$ cat config.mk
export PLATFORM = sky130hd
export DESIGN_NAME = alu_exec_unit_flat
export DESIGN_NICKNAME = d
export VERILOG_FILES = /design/src/rtl/alu_exec_if.sv /design/src/rtl/alu_exec_unit.sv /design/src/flat_wrapper.sv
export SDC_FILE = /design/constraint.sdc
export NUM_CORES = 1
export LEC_CHECK = 0
export BUFFER_PORTS_ARGS = -buffer_cell sky130_fd_sc_hd__buf_4
export CORE_AREA = 2 2 168 170
export CTS_BUF_LIST = sky130_fd_sc_hd__clkbuf_4 sky130_fd_sc_hd__clkbuf_8 sky130_fd_sc_hd__clkbuf_16
export CTS_CLUSTER_DIAMETER = 200
export DETAILED_ROUTE_END_ITERATION = 7
export DIE_AREA = 0 0 170 172
export GPL_ROUTABILITY_DRIVEN = 0
export GPL_TIMING_DRIVEN = 0
export HOLD_SLACK_MARGIN = 0.06
export PLACE_DENSITY = 0.54
export SLEW_MARGIN = 20
export SYNTH_ARGS = -nofsm -noshare
export SYNTH_HDL_FRONTEND = slang
export SYNTH_SLANG_ARGS = --single-unit
$ cat constraint.sdc
create_clock -name clk -period 6.5 [get_ports clk]
set_input_delay 0.975 -clock clk [delete_from_list [all_inputs] [get_ports clk]]
set_output_delay 0.975 -clock clk [all_outputs]
set_load 0.02 [all_outputs]
$ cat src/rtl/alu_exec_if.sv
// Bundles the execute-stage operand, control and result signals of alu_exec_unit.
// Ports (via modports):
//   master : drives aluop1/aluop0, funct, a, b, pc, br_offset, status_we;
//            observes gout, result, zero, status, status_q, pc_plus4, br_target.
//   slave  : the execute unit; sees the opposite directions.
interface alu_exec_if;
  logic        aluop1;
  logic        aluop0;
  logic [4:0]  funct;
  logic [31:0] a;
  logic [31:0] b;
  logic [31:0] pc;
  logic [31:0] br_offset;
  logic        status_we;

  logic [2:0]  gout;
  logic [31:0] result;
  logic        zero;
  logic [2:0]  status;
  logic [2:0]  status_q;
  logic [31:0] pc_plus4;
  logic [31:0] br_target;

  modport master (
    output aluop1, aluop0, funct, a, b, pc, br_offset, status_we,
    input  gout, result, zero, status, status_q, pc_plus4, br_target
  );

  modport slave (
    input  aluop1, aluop0, funct, a, b, pc, br_offset, status_we,
    output gout, result, zero, status, status_q, pc_plus4, br_target
  );
endinterface

$ cat src/rtl/alu_exec_unit.sv
// Execute-stage arithmetic block: ALU-control decode, 32-bit ALU with {Z,N,V} flags,
// PC+4 and branch-target adders, and a single 3-bit registered status.
// Ports:
//   clk   : clock, status register samples on rising edge
//   rst_n : asynchronous active-low reset, clears status_q only
//   bus   : alu_exec_if.slave carrying operands, control and results
module alu_exec_unit (
  input logic       clk,
  input logic       rst_n,
  alu_exec_if.slave bus
);

  logic [2:0]  gout;
  logic [31:0] sum;
  logic [31:0] diff;
  logic [31:0] result;
  logic        ovf;
  logic [2:0]  status_d;
  logic [2:0]  status_q;

  // ALU control decode
  always_comb begin
    gout = 3'b010;
    unique case ({bus.aluop1, bus.aluop0})
      2'b00: gout = 3'b010;
      2'b01: gout = 3'b110;
      2'b11: gout = 3'b100;
      2'b10: begin
        case (bus.funct)
          5'b00000: gout = 3'b010;
          5'b00010: gout = 3'b110;
          5'b00100: gout = 3'b000;
          5'b00101: gout = 3'b001;
          5'b00111: gout = 3'b011;
          5'b01010: gout = 3'b111;
          default:  gout = 3'b010;
        endcase
      end
      default: gout = 3'b010;
    endcase
  end

  assign sum  = bus.a + bus.b;
  assign diff = bus.a - bus.b;

  always_comb begin
    result = 32'd0;
    ovf    = 1'b0;
    case (gout)
      3'b000: result = bus.a & bus.b;
      3'b001: result = bus.a | bus.b;
      3'b010: begin
        result = sum;
        ovf    = (bus.a[31] == bus.b[31]) && (sum[31] != bus.a[31]);
      end
      3'b110: begin
        result = diff;
        ovf    = (bus.a[31] != bus.b[31]) && (diff[31] != bus.a[31]);
      end
      3'b011: result = ~(bus.a | bus.b);
      3'b100: result = ~(bus.a & bus.b);
      // Direct signed compare, so the answer stays right when a-b overflows
      3'b111: result = {31'd0, ($signed(bus.a) < $signed(bus.b))};
      default: result = 32'd0;
    endcase
  end

  assign status_d = {(result == 32'd0), result[31], ovf};

  always_ff @(posedge clk or negedge rst_n) begin
    if (!rst_n) begin
      status_q <= 3'b000;
    end else if (bus.status_we) begin
      status_q <= status_d;
    end
  end

  assign bus.gout      = gout;
  assign bus.result    = result;
  assign bus.zero      = status_d[2];
  assign bus.status    = status_d;
  assign bus.status_q  = status_q;
  assign bus.pc_plus4  = bus.pc + 32'd4;
  assign bus.br_target = bus.pc + 32'd4 + bus.br_offset;

endmodule

$ cat src/flat_wrapper.sv
// flat-port wrapper written by rule: the top's interface ports become plain ports
module alu_exec_unit_flat 
  (clk, rst_n, bus_aluop1, bus_aluop0, bus_funct, bus_a, bus_b, bus_pc, bus_br_offset, bus_status_we, bus_gout, bus_result, bus_zero, bus_status, bus_status_q, bus_pc_plus4, bus_br_target);
  alu_exec_if bus_i ();
  input logic clk;
  input logic rst_n;
  input wire logic [$bits(bus_i.aluop1)-1:0] bus_aluop1;
  input wire logic [$bits(bus_i.aluop0)-1:0] bus_aluop0;
  input wire logic [$bits(bus_i.funct)-1:0] bus_funct;
  input wire logic [$bits(bus_i.a)-1:0] bus_a;
  input wire logic [$bits(bus_i.b)-1:0] bus_b;
  input wire logic [$bits(bus_i.pc)-1:0] bus_pc;
  input wire logic [$bits(bus_i.br_offset)-1:0] bus_br_offset;
  input wire logic [$bits(bus_i.status_we)-1:0] bus_status_we;
  output wire logic [$bits(bus_i.gout)-1:0] bus_gout;
  output wire logic [$bits(bus_i.result)-1:0] bus_result;
  output wire logic [$bits(bus_i.zero)-1:0] bus_zero;
  output wire logic [$bits(bus_i.status)-1:0] bus_status;
  output wire logic [$bits(bus_i.status_q)-1:0] bus_status_q;
  output wire logic [$bits(bus_i.pc_plus4)-1:0] bus_pc_plus4;
  output wire logic [$bits(bus_i.br_target)-1:0] bus_br_target;
  assign bus_i.aluop1 = bus_aluop1;
  assign bus_i.aluop0 = bus_aluop0;
  assign bus_i.funct = bus_funct;
  assign bus_i.a = bus_a;
  assign bus_i.b = bus_b;
  assign bus_i.pc = bus_pc;
  assign bus_i.br_offset = bus_br_offset;
  assign bus_i.status_we = bus_status_we;
  assign bus_gout = bus_i.gout;
  assign bus_result = bus_i.result;
  assign bus_zero = bus_i.zero;
  assign bus_status = bus_i.status;
  assign bus_status_q = bus_i.status_q;
  assign bus_pc_plus4 = bus_i.pc_plus4;
  assign bus_br_target = bus_i.br_target;
  alu_exec_unit u_core (.clk(clk), .rst_n(rst_n), .bus(bus_i));
endmodule
==> metrics.txt, run 1 <==
maxcap violations=0; endpoints failing setup=0; vias=9273; Distinct cells, synth=90; 1st-pass router iterations=5; main area contributors after synthesis=ha_1 22%, a21oi_1 7.4%, xnor2_1 6.8%; WP data arrival=5.36 ns; hold crit path type=register to register; Post-synth EDFFs=0; CTS tree=done; Leak=4.75 nW; slew margin rel.=34.4%; Hold Path Depth=1; Synth area leader=ha_1; Post-Syn Instances=1136; CP max stage delay=0.54 ns; max reg flops=3; Layout Cells excl Fill=1732; Slew @ Worst Pin=0.980 ns; P_sw=647 µW; antenna violations before repair=0; HP Start=u_core.bus.status_q[0]; fin crit share=97.5%; synthesized flop and latch total=3; Comb pwr share=89.5%; average size of a mapped cell=6.71 µm²; Initial Utilization=27.7%; RR Startpoint=u_core.bus.status_q[0]; switching part of the total power=54.4%; critical path fanouts, max=9; FF-to-FF path depth=1; grt total ovfl=0; htree depth=1; ys async rst share=100%; PD cells=118 nW/µm²; syn nets=1413; sequential power share=1.8%; final slew viol count=0; placed insts=1724; Clk pin slew, worst setup/hold paths=0.03 ns; main flop type after synthesis=dfrtp_1; hold path endpoint=u_core.bus.status_q[0]; register area share after synthesis=0.986%; synth warn=0; final WL=30900 µm; Placed Area=9870 µm²; Hold Violations, Final=0; Synth top area share=22.3%; DRC=0; die area=29200 µm²; Vias/cell=5.35; post-route cell area=10000 µm²; hold_ws=0.500 ns; Final Util=36.5%; worst reg2reg setup slack=5.77 ns; cts bufs inserted=3; IO buf count=241; most frequent CP cell=buf_4; Setup crit start kind=input port; Final WS setup=0.160 ns; Clock Sinks=3; CP startpoint=bus_b[5]; Reg-to-Reg End=u_core.bus.status_q[0]; total design power=1.19 mW; CP cell instances=buf_4, inv_1, ha_1, clkbuf_4, nand2_1, nor4_4, o31ai_4, a2111oi_4, o211ai_4, buf_4, nand2_4, a41o_1, a21oi_2, or4_4, or4_4, or4_4, nor3_4, buf_4, buf_4; global-route wire length before repair=46800 µm; initial detailed-routing violation count=806; Bufs on Longest Clock Path=2; die width=170 µm; Post-DP HPWL=25600 µm; Root Driver=clkbuf_16; clk_skew=0 ns; setup TNS=0 ns; std cell rows=61; peak supply drop=0.0000579 V; DP Worst Slack=-0.335 ns; min Tclk post-route=6.34 ns; layout cells sized above 1=23.3%; Data required, critical path=5.52 ns; Biggest register=u_core.bus.status_q; Ports=244; Clk pwr share=8.7%; P&R area growth vs syn=31.8%; largest net degree at the start of global routing=11; Final nets=1664; Core ar.=27500 µm²; post-route ant nets=0; status=complete, no violations; biggest registers after layout=u_core.bus.status_q (3); vias in the first global route=8805; fmax=0.158 GHz; CP Class=input port to primary output; Ant. Diodes=0; area of the mapped netlist=7620 µm²; slowest cell on the critical path=or4_4; Clock Latency Late Sink=0.23 ns; GRT Total Usage=20.0%; top-count cell post-synth=ha_1; Post-synth top cells=136 x ha_1, 121 x nor2_1, 113 x a21oi_1; Pint=542 µW; Die Ht=172 µm; DR WL/cell=17.8 µm; Crit. End Element=primary output
power by group through the flow:
stage	combinational, mW	clock (mW)	sequential [mW]
final	1.06	0.103	0.0219
after global routing	1.15	0.107	0.0222
after CTS	1.06	0.104	0.0220
after detailed placement	1.05	0	0.0222
after global placement	1.04	0	0.0220
after floorplan	0.647	0	0.0246
area by class of cell:
type	instances	area (µm²)
buffer	49	263
clock buffer	4	82.6
fill	2987	17400
inverter	111	417
multi-input combinational	973	6920
sequential	3	75.1
tap	346	433
timing repair buffer	246	1840
layout by cell type (no fill, tap or decap), types with 10 or more instances in the layout:
master,count
buf_4,250
ha_1,136
nor2_1,121
a21oi_1,113
inv_1,108
nand2_1,88
o21ai_0,66
xnor2_1,59
nor3_1,29
nand3_1,26
a211oi_1,26
o211ai_1,23
nand2b_1,19
and3_1,18
clkbuf_1,18
o31ai_1,17
xor2_1,16
buf_2,16
nand4_1,14
a21o_1,14
nor2b_1,12
a31oi_1,12
o21a_1,10
o2111ai_1,10
worst max-delay path by stage:
stage	to	slack [ns]	depth (start not counted)
2_1_floorplan	bus_status[2]	0.23	15
3_3_place_gp	bus_status[2]	-0.66	14
3_5_place_dp	bus_status[2]	-0.34	14
4_1_cts	bus_status[2]	0.06	19
5_1_grt	bus_status[2]	-0.01	19
6_report	bus_status[2]	0.16	19
what timing repair did:
| action | 4_1_cts | 5_1_grt |
|---|---|---|
| resized for setup | 6 | 12 |
| pin swaps | 5 | 2 |
| setup endpoints to repair | 2 | 2 |
| hold buffers | 0 | 0 |
| buffers inserted | 4 | 0 |
per-layer routing:
layer | vias to the layer above | global-route usage (%) | share of wire [%]
met5 | - | 0 | 0
met4 | 0 | 4.79 | 2.4
met3 | 54 | 1.83 | 6.7
met1 | 4281 | 26.8 | 45
met2 | 347 | 34.6 | 46
li1 | 4591 | - | -
worst max-delay path: cells and delay by family:
kind / cells / cell delay, ns
AND/OR/NAND/NOR: 7 / 2.31
adder cells (fa/ha/maj): 1 / 0.27
buffers and inverters: 6 / 0.78
AO/OA/AOI/OAI: 5 / 1.02
logic make-up (layout without fill, tap and decap cells):
logic type / Yosys count / count (layout) / synth area share (%)
simple gates: 383 / 383 / 24.9
mux: 6 / 6 / 0.821
fa+ha+maj: 139 / 139 / 23.1
flops: 3 / 3 / 0.986
compound gates: 370 / 370 / 32.7
xor+xnor: 75 / 75 / 8.62
buf+inv: 160 / 410 / 8.84
No activity file was read; power rests on OpenSTA's default activity.
==> run 2, diff against run 1 <==
- ABC_AREA: unset -> 1
- CORE_AREA: 2 2 168 170 -> 2 2 188 190
- DIE_AREA: 0 0 170 172 -> 0 0 190 192
- PLACE_DENSITY: 0.54 -> 0.52
==> run 2 against run 1 <==
Critical path type unchanged. Sequential cell count unchanged. Synthesized area up 25%. Via count up 35%. Largest power group unchanged. Non-clock buffer count down 11.
==> metrics.txt, run 2 <==
die area=36500 µm² (+25%); vias=12502 (+35%); main area contributors after synthesis=nand2_1 22%, ha_1 18%, inv_1 14%; DR WL/cell=17.0 µm (-4.7%); DRC=0 (unchanged); Ports=244 (unchanged); CP Class=input port to primary output; peak supply drop=0.0000908 V (+57%); hold crit path type=register to register; WP data arrival=4.51 ns (-0.85 ns); ys async rst share=100% (unchanged); grt total ovfl=0 (unchanged); Data required, critical path=5.52 ns (about the same); P&R area growth vs syn=25.9%; min Tclk post-route=5.49 ns (-0.852 ns); biggest registers after layout=u_core.bus.status_q (3); most frequent cells in the layout=548 x nand2_1, 362 x inv_1, 251 x buf_4; register area share after synthesis=0.785% (-0.20 points); Leak=7.13 nW (+50%); number of setup buffers added after CTS=0 (-4); switching part of the total power=59.9% (+5.4 points); main flop type after synthesis=dfrtp_1; syn nets=2133 (+51%); Root Driver=clkbuf_16; antenna violations before repair=1 (+1); Post-synth EDFFs=0 (unchanged); unrepaired setup endpoints after global routing=false; cts repair resizes=0 (-6); Clock Sinks=3 (unchanged); total design power=1.34 mW (+13%); synth warn=0 (unchanged); Post-Syn Instances=1856 (+63%); slew margin rel.=29.9% (-4.6 points); Comb pwr share=90.8% (+1.3 points); std cell rows=68 (+11%); Final nets=2381 (+43%); Pint=537 µW (-0.85%); cts bufs inserted=3 (unchanged); Ant. Diodes=0 (unchanged); Clk pin slew, worst setup/hold paths=0.03 ns (about the same); top-count cell post-synth=nand2_1; Crit. End Element=primary output; htree depth=1 (unchanged); Initial Utilization=27.9% (+0.15 points); Synth top area share=21.5% (-0.82 points); Vias/cell=4.89 (-8.7%); Post-DP HPWL=37500 µm (+46%); die width=190 µm (+12%); post-route ant nets=0 (unchanged); cts-stage hold buffer count=0 (unchanged); Clock Latency Late Sink=0.22 ns (about the same); max reg flops=3 (unchanged); endpoints failing setup=0 (unchanged); most common cell after layout, fill and taps aside=nand2_1; area of the mapped netlist=9560 µm² (+25%); final slew viol count=0 (unchanged); Synth area leader=nand2_1; vias in the first global route=11819 (+34%); initial detailed-routing violation count=942 (+17%); CTS tree=done; synthesized flop and latch total=3 (unchanged); sequential power share=1.6% (-0.2 points); critical path fanouts, max=4 (-5); Biggest register=u_core.bus.status_q; Die Ht=192 µm (+12%); global-route wire length before repair=65100 µm (+39%); fmax=0.182 GHz (+16%); GRT Total Usage=23.0% (+3.0 points); Hold Violations, Final=0 (unchanged); average size of a mapped cell=5.15 µm² (-23%); PD cells=111 nW/µm² (-6.1%); Setup crit start kind=input port; setup TNS=0 ns (unchanged); Slew @ Worst Pin=1.05 ns (+0.0722 ns); 1st-pass router iterations=5 (unchanged); fin crit share=84.4% (-13 points); Distinct cells, synth=46 (-49%); final WL=43500 µm (+41%); hold_ws=0.477 ns (-0.0225 ns); status=complete, no violations; largest net degree at the start of global routing=11 (unchanged); Post-synth top cells=548 x nand2_1, 362 x inv_1, 208 x nor2_1; Core ar.=34300 µm² (+25%); maxcap violations=0 (unchanged); layout cells sized above 1=15.6% (-7.7 points); Clk pwr share=7.6% (-1.1 points); Bufs on Longest Clock Path=2 (unchanged); IO buf count=243 (+0.83%); layout filler cell count=3918 (+31%); P_sw=801 µW (+24%); clk_skew=0 ns (unchanged)
==> run 2: cell types whose count changed after synthesis, moves of 19 or more <==
cell      change
a211oi_1     -25
inv_1       +254
nand2_1     +459
nand2b_1     -19
nand3_1     +154
nand4_1      +21
nor2_1       +87
o211ai_1     -19
xnor2_1      -40
xor2_1       +25
==> run 2: per-layer routing <==
layer | GRT usage (%) | vias up | wire, µm
met5 | 0 | - | 0
met4 | 6.17 | 0 | 1330
met3 | 2.23 | 64 | 3790
met2 | 41.6 | 550 | 20200
met1 | 29.0 | 5613 | 18100
li1 | - | 6275 | -
==> run 2: critical path: stages <==
cell	delay (ns)
buf_4	0.09
ha_1	0.17
nand3_1	0.16
nor3_2	0.20
nand3_1	0.15
nor2_1	0.12
nand2_1	0.12
nor2_4	0.16
nand2_1	0.17
nor4_4	0.22
xor2_1	0.18
inv_1	0.08
ha_1	0.37
nand2_1	0.14
nor3_1	0.37
nand4_1	0.19
nand2_1	0.17
a21oi_1	0.12
xor2_1	0.17
buf_4	0.16
==> run 2: final timing paths <==
kind | start | end | slack (ns) | depth (start not counted)
worst max register to register | u_core.bus.status_q[0] | u_core.bus.status_q[0] | 5.87 | 2
min in group asynchronous | rst_n | u_core.bus.status_q[1] | 0.54 | 1
worst max-delay path | bus_pc[2] | bus_br_target[31] | 1.01 | 20
max in group asynchronous | rst_n | u_core.bus.status_q[0] | 5.87 | 1
worst min-delay path | u_core.bus.status_q[2] | u_core.bus.status_q[2] | 0.48 | 2
worst min register to register | u_core.bus.status_q[2] | u_core.bus.status_q[2] | 0.48 | 2
==> run 2: cell families after synthesis <==
| kind of cell | share of synthesized area (%) |
|---|---|
| simple gates | 46.9 |
| buf+inv | 17.1 |
| compound gates | 11.3 |
| fa+ha+maj | 18.4 |
| xor+xnor | 5.50 |
| flops | 0.785 |
==> run 2: layout make-up <==
| cell class | count | area [µm²] | area share (%) |
|---|---|---|---|
| Inverter | 369 | 1390 | 11.5 |
| Buffer | 41 | 245 | 2.04 |
| Tap cell | 455 | 569 | 4.73 |
| Timing Repair Buffer | 243 | 1820 | 15.2 |
| Sequential cell | 3 | 75.1 | 0.624 |
| Clock buffer | 4 | 82.6 | 0.686 |
| Multi-Input combinational cell | 1443 | 7850 | 65.2 |
==> run 2: power by group through the flow <==
stage | logic, mW | registers (mW) | clock network [mW]
2_1_floorplan | 0.727 | 0.0240 | 0
5_1_grt | 1.33 | 0.0222 | 0.106
4_1_cts | 1.21 | 0.0219 | 0.102
3_5_place_dp | 1.20 | 0.0219 | 0
6_report | 1.22 | 0.0218 | 0.101
3_3_place_gp | 1.20 | 0.0219 | 0
==> run 2: per-stage QoR <==
| step | instances | util, % | area [µm²] | setup slack, ns |
|---|---|---|---|---|
| floorplan | 1856 | - | 9560 | 1.48 |
| global placement | 2554 | 34.9 | 12000 | 1.11 |
| detailed placement | 2554 | 34.9 | 12000 | 1.01 |
| CTS | 2558 | 35.1 | 12000 | 0.997 |
| global route | 2558 | 35.1 | 12000 | 0.691 |
| finish | 2558 | 35.1 | 12000 | 1.01 |
